### config.mk
export PLATFORM = sky130hd
export DESIGN_NAME = cmp_pipe
export DESIGN_NICKNAME = d
export VERILOG_FILES = /design/src/rtl/cmp_pipe.sv
export SDC_FILE = /design/constraint.sdc
export NUM_CORES = 1
export LEC_CHECK = 0
export ABC_AREA = 0
export CAP_MARGIN = 40
export CORE_ASPECT_RATIO = 1.1
export CORE_UTILIZATION = 51
export CTS_CLUSTER_SIZE = 8
export DETAILED_ROUTE_END_ITERATION = 16
export DONT_BUFFER_PORTS = 1
export GPL_ROUTABILITY_DRIVEN = 0
export PLACE_DENSITY_LB_ADDON = 0.08
export SETUP_SLACK_MARGIN = 0.1
export SLEW_MARGIN = 20
export SYNTH_ARGS = -nofsm -noshare
export SYNTH_HDL_FRONTEND = slang
export SYNTH_SLANG_ARGS = --single-unit
### constraint.sdc
create_clock -name clk -period 1.37 [get_ports clk]
set_input_delay 0.137 -clock clk [delete_from_list [all_inputs] [get_ports clk]]
set_output_delay 0.137 -clock clk [all_outputs]
set_load 0.01 [all_outputs]
### src/rtl/cmp_pipe.sv
// Two-stage pipelined comparator: subtract in S1, select compare result in S2,
// with a saturating counter of delivered true results.
module cmp_pipe #(
    parameter int unsigned WIDTH   = 3,
    parameter int unsigned COUNT_W = 8
) (
    input  logic               clk,
    input  logic               rst,
    input  logic               in_valid,
    output logic               in_ready,
    input  logic [WIDTH-1:0]   a,
    input  logic [WIDTH-1:0]   b,
    input  logic [1:0]         cmp_fn,
    output logic               out_valid,
    input  logic               out_ready,
    output logic [WIDTH-1:0]   result,
    output logic [3:0]         flags,
    input  logic               cnt_clr,
    output logic [COUNT_W-1:0] true_count
);

    localparam logic [1:0] FN_LTU = 2'b00;
    localparam logic [1:0] FN_EQ  = 2'b01;
    localparam logic [1:0] FN_LT  = 2'b10;
    localparam logic [1:0] FN_LE  = 2'b11;

    logic en;

    logic             s1_valid;
    logic [WIDTH-1:0] s1_s;
    logic             s1_c;
    logic             s1_a_msb;
    logic             s1_b_msb;
    logic [1:0]       s1_fn;

    logic [WIDTH:0]   diff;
    logic             s1_z;
    logic             s1_n;
    logic             s1_v;
    logic             cmp_bit;

    // Whole pipe advances together; a full S2 blocks only when the consumer stalls.
    assign en       = ~out_valid | out_ready;
    assign in_ready = en;

    // a - b as a + ~b + 1, keeping the carry out in the top bit.
    assign diff = {1'b0, a} + {1'b0, ~b} + (WIDTH+1)'(1);

    always_ff @(posedge clk or posedge rst) begin
        if (rst) begin
            s1_valid <= 1'b0;
            s1_s     <= '0;
            s1_c     <= 1'b0;
            s1_a_msb <= 1'b0;
            s1_b_msb <= 1'b0;
            s1_fn    <= 2'b00;
        end else if (en) begin
            s1_valid <= in_valid;
            s1_s     <= diff[WIDTH-1:0];
            s1_c     <= diff[WIDTH];
            s1_a_msb <= a[WIDTH-1];
            s1_b_msb <= b[WIDTH-1];
            s1_fn    <= cmp_fn;
        end
    end

    assign s1_z = (s1_s == '0);
    assign s1_n = s1_s[WIDTH-1];
    assign s1_v = (s1_a_msb & ~s1_b_msb & ~s1_n) | (~s1_a_msb & s1_b_msb & s1_n);

    always_comb begin
        cmp_bit = 1'b0;
        case (s1_fn)
            FN_LTU:  cmp_bit = ~s1_c;
            FN_EQ:   cmp_bit = s1_z;
            FN_LT:   cmp_bit = s1_n ^ s1_v;
            FN_LE:   cmp_bit = s1_z | (s1_n ^ s1_v);
            default: cmp_bit = 1'b0;
        endcase
    end

    always_ff @(posedge clk or posedge rst) begin
        if (rst) begin
            out_valid <= 1'b0;
            result    <= '0;
            flags     <= 4'b0000;
        end else if (en) begin
            out_valid <= s1_valid;
            result    <= WIDTH'(cmp_bit);
            flags     <= {s1_z, s1_v, s1_n, s1_c};
        end
    end

    // Clear has priority over a same-cycle increment; count saturates at all-ones.
    always_ff @(posedge clk or posedge rst) begin
        if (rst) begin
            true_count <= '0;
        end else if (cnt_clr) begin
            true_count <= '0;
        end else if (out_valid && out_ready && result[0] && (true_count != '1)) begin
            true_count <= true_count + COUNT_W'(1);
        end
    end

endmodule

==> flow_summary.json, run 1 <==
{
  "status": "finished, final reports clean",
  "critPathSlowestCell": "dfrtp_2",
  "finalPower_mw": 1.55,
  "fill_cells": 160,
  "synth_top_cell_by_area": "dfrtp_1",
  "via_count": 876,
  "synthTopCellsByCount": "dfrtp_1 (23), nor2_1 (12), inv_1 (7)",
  "drive_above_1_share_pct": 33.8,
  "synth.avg_cell_area_um2": 11.0,
  "portBuffers": 0,
  "first_pass_iters": 3,
  "clk_latency_ns": 0.32,
  "wirelength_mm": 2.41,
  "antenna_found_initial": 0,
  "whs_path_depth": 2,
  "syn2layout_area_growth_pct": 33.5,
  "cts_tree": "built",
  "wl_met3_um": 97,
  "rows": 17,
  "synth_area_um2": 1170,
  "synth_top_area_share_pct": 49.1,
  "synth-warning-count": 0,
  "fin_crit_ns": 1.29,
  "critPathMaxStageDelay_ns": 0.45,
  "yosys-top-cells-area": "dfrtp_1 (49%), mux2_1 (5.8%), ha_1 (4.3%)",
  "period_share_pct": 94.4,
  "die_h_um": 52.3,
  "die_x_um": 47.7,
  "cts_inserted_buffers": 3,
  "vdd_ir_drop_max_uv": 812,
  "final_area_um2": 1560,
  "wl_met1_um": 941,
  "synthXorXnorAreaFrac_pct": 2.24,
  "r2r_cells": 5,
  "max_cap_violations": 0,
  "htreeDepth": 1,
  "crit_required_ns": 1.58,
  "critPathLaunchType": "register",
  "setup_ws_ns": 0.0770,
  "clk_pin_slew_ns": 0.13,
  "finalHoldViolations": 0,
  "synth_most_common_cell": "dfrtp_1",
  "io_pins": 30,
  "finalSetupViolCount": 0,
  "synth-async-reset-ratio_pct": 100,
  "cp.depth": 5,
  "min_to": "s1_s[1]$_DFFE_PP0P_",
  "diodes": 0,
  "finalNetCount": 158,
  "avgRoutedWirePerCell_um": 14.4,
  "grt_setup_unrepaired": "true",
  "synth_edf_count": 0,
  "critPathBufInv": 0,
  "ant_nets": 0,
  "whs_ns": 0.115,
  "ys_seq_area_share_pct": 49.1,
  "worstPathArrival_ns": 1.50,
  "rrSetupSlack_ns": 0.08,
  "cp_cell_sequence": "ha_4, and4_4, nand3_1, mux2i_1, nor2_1",
  "synthSimpleGateAreaFrac_pct": 16.1,
  "grt_pass1_wl_mm": 3.56,
  "ys.flop_type": "dfrtp_1",
  "p_leak_nw": 0.752,
  "grt_overflow_total": 0,
  "crit_family": "flip-flops",
  "synth_compound_area_share_pct": 8.55,
  "r2r_end": "true_count[4]$_DFFE_PP0P_",
  "ys_seq_elements": 23,
  "dr.first_iter.drc_count": 6,
  "skew_ns": 0.00444,
  "min_from": "a[1]",
  "track_usage_pct": 21.1,
  "core_um2": 2080,
  "critPathMaxFanout": 4,
  "die-area_um2": 2490,
  "hpwl_mm": 1.54,
  "synth_top_family_by_area": "simple AND/OR/NAND/NOR gates",
  "dp_slack_ns": 0.0633,
  "clockBufferDepth": 2,
  "drv_slew": 0,
  "syn-instance-count": 106,
  "place_area_um2": 1310,
  "routed-wl-met2_mm": 1.30,
  "cts_sinks": 23,
  "synth_adder_area_share_pct": 6.94,
  "end_kind": "register",
  "top_layer_used": "met4",
  "powerDensity_nw_per_um2": 992,
  "muxShareOfSynthArea_pct": 11.1,
  "grt_pass1_vias": 854,
  "worstReg2RegStart": "true_count[0]$_DFFE_PP0P_",
  "clockRootBuffer": "clkbuf_4",
  "hp-class": "in -> reg",
  "vias_per_cell": 5.25,
  "start_util_pct": 56.2,
  "fmax_mhz": 773,
  "synthDistinctLibCells": 36,
  "criticalPathCategory": "reg -> reg",
  "drc": 0,
  "grt_max_degree": 14
}
## cells in the final DEF (no fill, tap or decap), types with 2 or more instances in the layout
| master | netlist | final |
|---|---|---|
| a21oi_1 | 4 | 4 |
| buf_4 | 2 | 21 |
| nor3_1 | 2 | 2 |
| xor2_1 | 3 | 3 |
| nor2_1 | 12 | 12 |
| inv_1 | 7 | 7 |
| nand3_1 | 3 | 3 |
| dfrtp_1 | 23 | 20 |
| clkbuf_4 | 0 | 3 |
| conb_1 | 1 | 2 |
| a31oi_1 | 2 | 2 |
| o21ai_0 | 3 | 3 |
| dlygate4sd3_1 | 0 | 8 |
| dfrtp_2 | 0 | 3 |
| ha_1 | 4 | 3 |
| mux2_1 | 6 | 6 |
| nand2_1 | 5 | 5 |
| mux2i_1 | 4 | 4 |
| mux2_2 | 2 | 2 |
| buf_6 | 0 | 2 |
| nand3_2 | 2 | 2 |
## cells by family after synthesis
| family | count (synthesis) |
|---|---|
| adders and majority gates | 6 |
| muxes | 12 |
| DFF | 23 |
| other | 1 |
| and+or+nand+nor | 33 |
| buffers and inverters | 13 |
| xor gates and xnor gates | 3 |
| AOI/OAI and AO/OA | 15 |
## power breakdown
part	switching (mW)	internal [mW]
combinational	0.155	0.216
sequential	0.0870	0.768
clock	0.216	0.109
total	0.458	1.09
## metal layers
layer | GRT usage (%) | up-vias
met4 | 11.6 | 0
met5 | 0 | -
met3 | 3.45 | 5
met2 | 38.5 | 27
met1 | 21.5 | 417
li1 | - | 427
## worst reg2reg max path: stages (launching register included)
cell and delay (ns):
dfrtp_2 0.45, ha_4 0.18, and4_4 0.18, nand3_1 0.10, mux2i_1 0.22, nor2_1 0.06
## area by class of cell
| class | count | area [um2] | area share [%] |
|---|---|---|---|
| Timing Repair Buffer | 33 | 313 | 20.0 |
| Sequential cell | 23 | 579 | 37.0 |
| Multi-Input combinational cell | 71 | 579 | 37.0 |
| Inverter | 8 | 30.0 | 1.92 |
| Clock buffer | 3 | 22.5 | 1.44 |
| Clock inverter | 1 | 5.00 | 0.320 |
| Tap cell | 28 | 35.0 | 2.24 |
## metrics by stage
| stage | std cells | setup TNS [ns] | util, % |
|---|---|---|---|
| CTS | 158 | 0 | 71.1 |
| global route | 167 | -0.000955 | 75.0 |
| global placement | 144 | 0 | 63.0 |
| detailed placement | 144 | 0 | 63.0 |
| floorplan | 107 | 0 | - |
| finish | 167 | 0 | 75.0 |
## flip-flops by register name (all words and copies together) (netlist names)
| register | count |
|---|---|
| s1_valid | 1 |
| flags | 4 |
| out_valid | 1 |
| result | 1 |
| s1_b_msb | 1 |
| true_count | 8 |
| s1_c | 1 |
| s1_a_msb | 1 |
| s1_s | 3 |
| s1_fn | 2 |
## what timing repair did
item,in CTS,in global routing
buffers inserted,1,9
hold endpoints to repair,37,0
hold buffers,8,0
endpoints found under the setup margin,6,10
cloned,1,0
gates resized for setup,5,3
pin swaps,3,3
## worst max path at each step
stage | from | to | slack [ns]
2_1_floorplan | true_count[1]$_DFFE_PP0P_ | true_count[6]$_DFFE_PP0P_ | 0.06
3_3_place_gp | true_count[0]$_DFFE_PP0P_ | true_count[4]$_DFFE_PP0P_ | 0.1
3_5_place_dp | true_count[0]$_DFFE_PP0P_ | true_count[4]$_DFFE_PP0P_ | 0.06
4_1_cts | out_valid$_DFFE_PP0P_ | in_ready | 0.08
5_1_grt | true_count[1]$_DFFE_PP0P_ | true_count[4]$_DFFE_PP0P_ | -0.001
6_report | true_count[0]$_DFFE_PP0P_ | true_count[4]$_DFFE_PP0P_ | 0.08
Note: power is estimated with default switching activity, not from simulation.
==> run 2: changes to the inputs <==
CORE_UTILIZATION = 55   (was 51)
==> run 2 against run 1 <==
The run now ends with hold timing left. Combinational power down 18%. Global-route usage down 1.2 points. Clock-buffer cell count up 1. Fmax up 2.4%. Sequential share of layout area up 3.7 points. Clock power down 6.4%. Clock skew up 0.0089 ns. Hold slack worse by 0.25 ns. Register-to-register slack better by 0.03 ns. Sequential cell count unchanged. Power down 6.2%. Cell area down 9.3%. Largest power group unchanged.
==> flow_summary.json, run 2 (synthesis gave the netlist of run 1 again) <==
{
  "status": "complete, but fails checks",
  "violations": "hold timing",
  "final_common_cell": "dfrtp_1",
  "crit_end": "true_count[1]$_DFFE_PP0P_",
  "diodes": 0,
  "dr.first_iter.drc_count": 8,
  "core_um2": 2000,
  "whs_ns": -0.133,
  "ant_nets": 0,
  "grt_pass1_vias": 798,
  "critPathLaunchType": "register",
  "syn2layout_area_growth_pct": 21.2,
  "finalPower_mw": 1.45,
  "grt_pass1_wl_mm": 3.31,
  "layout_common_cells": "dfrtp_1 (21), buf_4 (13), nor2_1 (12)",
  "grt_setup_unrepaired": "true",
  "cts_inserted_buffers": 3,
  "drc": 0,
  "place_area_um2": 1300,
  "reg_top3": "true_count (8), flags (4), s1_s (3)",
  "clk_pin_slew_ns": 0.13,
  "clockRootBuffer": "clkbuf_4",
  "portBuffers": 0,
  "drv_slew": 0,
  "hp-class": "in -> reg",
  "vdd_ir_drop_max_uv": 592,
  "die_h_um": 50.4,
  "clk_latency_ns": 0.30,
  "max_cap_violations": 0,
  "final_area_um2": 1420,
  "cts_sinks": 23,
  "r2r_cells": 5,
  "powerDensity_nw_per_um2": 1030,
  "grt_max_degree": 24,
  "htreeDepth": 1,
  "first_pass_iters": 4,
  "r2r_end": "true_count[1]$_DFFE_PP0P_",
  "worstPathArrival_ns": 1.47,
  "cts_tree": "built",
  "p_leak_nw": 0.663,
  "die_x_um": 46.0,
  "die-area_um2": 2320,
  "io_pins": 30,
  "cts_hold_buf": 6,
  "crit_required_ns": 1.58,
  "hpwl_mm": 1.53,
  "antenna_found_initial": 0,
  "final_util_pct": 71.0,
  "drive_above_1_share_pct": 26.2,
  "skew_ns": 0.0134,
  "worstReg2RegStart": "true_count[1]$_DFFE_PP0P_",
  "wirelength_mm": 2.15,
  "avgRoutedWirePerCell_um": 14.0,
  "grt_overflow_total": 0,
  "rows": 17,
  "fmax_mhz": 792,
  "rrSetupSlack_ns": 0.11,
  "critPathMaxFanout": 6,
  "vias_per_cell": 5.44,
  "finalSetupTns_ns": 0,
  "period_share_pct": 92.1,
  "criticalPathCategory": "reg -> reg",
  "finalNetCount": 145,
  "finalSetupViolCount": 0,
  "start_util_pct": 58.6,
  "crit_start": "true_count[1]$_DFFE_PP0P_",
  "end_kind": "register",
  "track_usage_pct": 19.9,
  "via_count": 838,
  "largest_register_ffs": 8,
  "top_register": "true_count",
  "clockBufferDepth": 2,
  "finalHoldViolations": 8,
  "fin_crit_ns": 1.26
}
[run 2: power breakdown]
part	total, mW	internal [mW]	switching [mW]
combinational	0.304	0.159	0.145
sequential	0.847	0.767	0.0795
clock	0.305	0.113	0.191
total	1.45	1.04	0.416
[run 2: worst max-delay path, stage by stage, from the launching register on]
cell      delay (ns)
dfrtp_1         0.41
ha_4            0.18
nand4_4         0.15
o21bai_4        0.17
mux2i_1         0.19
nor2_1          0.05
[run 2: layout make-up]
type	instances	area [um2]
fill	164	581
timing repair buffer	20	178
inverter	8	30.0
multi-input combinational	71	572
sequential	23	578
clock buffer	4	26.3
tap	28	35.0
[run 2: layer usage]
layer  GRT usage (%)  part of all wire, %  up-vias
li1                -                    -      406
met1            22.8                   41      409
met2            35.4                   53       19
met3            3.24                  3.9        4
met4            7.84                  1.8        0
met5               0                    0        -
[run 2: how the worst min path moves through the flow]
stage                 start                         to  slack, ns  cells after the start
floorplan               rst       flags[0]$_DFFE_PP0P_       0.14                      1
global placement        rst      out_valid$_DFFE_PP0P_       0.08                      2
global route        cnt_clr  true_count[7]$_DFFE_PP0P_      -0.15                      1
detailed placement      rst      out_valid$_DFFE_PP0P_       0.08                      2
finish              cnt_clr  true_count[7]$_DFFE_PP0P_      -0.13                      1
CTS                 cnt_clr  true_count[7]$_DFFE_PP0P_      -0.13                      1
[run 2: what timing repair did]
action / CTS / global route
endpoints found under the setup margin: 5 / 8
hold endpoints to repair: 36 / 8
pin swaps: 0 / 4
resized for setup: 3 / 2
setup buffers: 1 / 1
[run 2: per-stage QoR]
stage | instances | setup WS, ns
final | 154 | 0.108
after CTS | 153 | 0.105
after floorplan | 107 | 0.0637
after global placement | 142 | 0.112
after global routing | 154 | 0.0215
after detailed placement | 142 | 0.0822
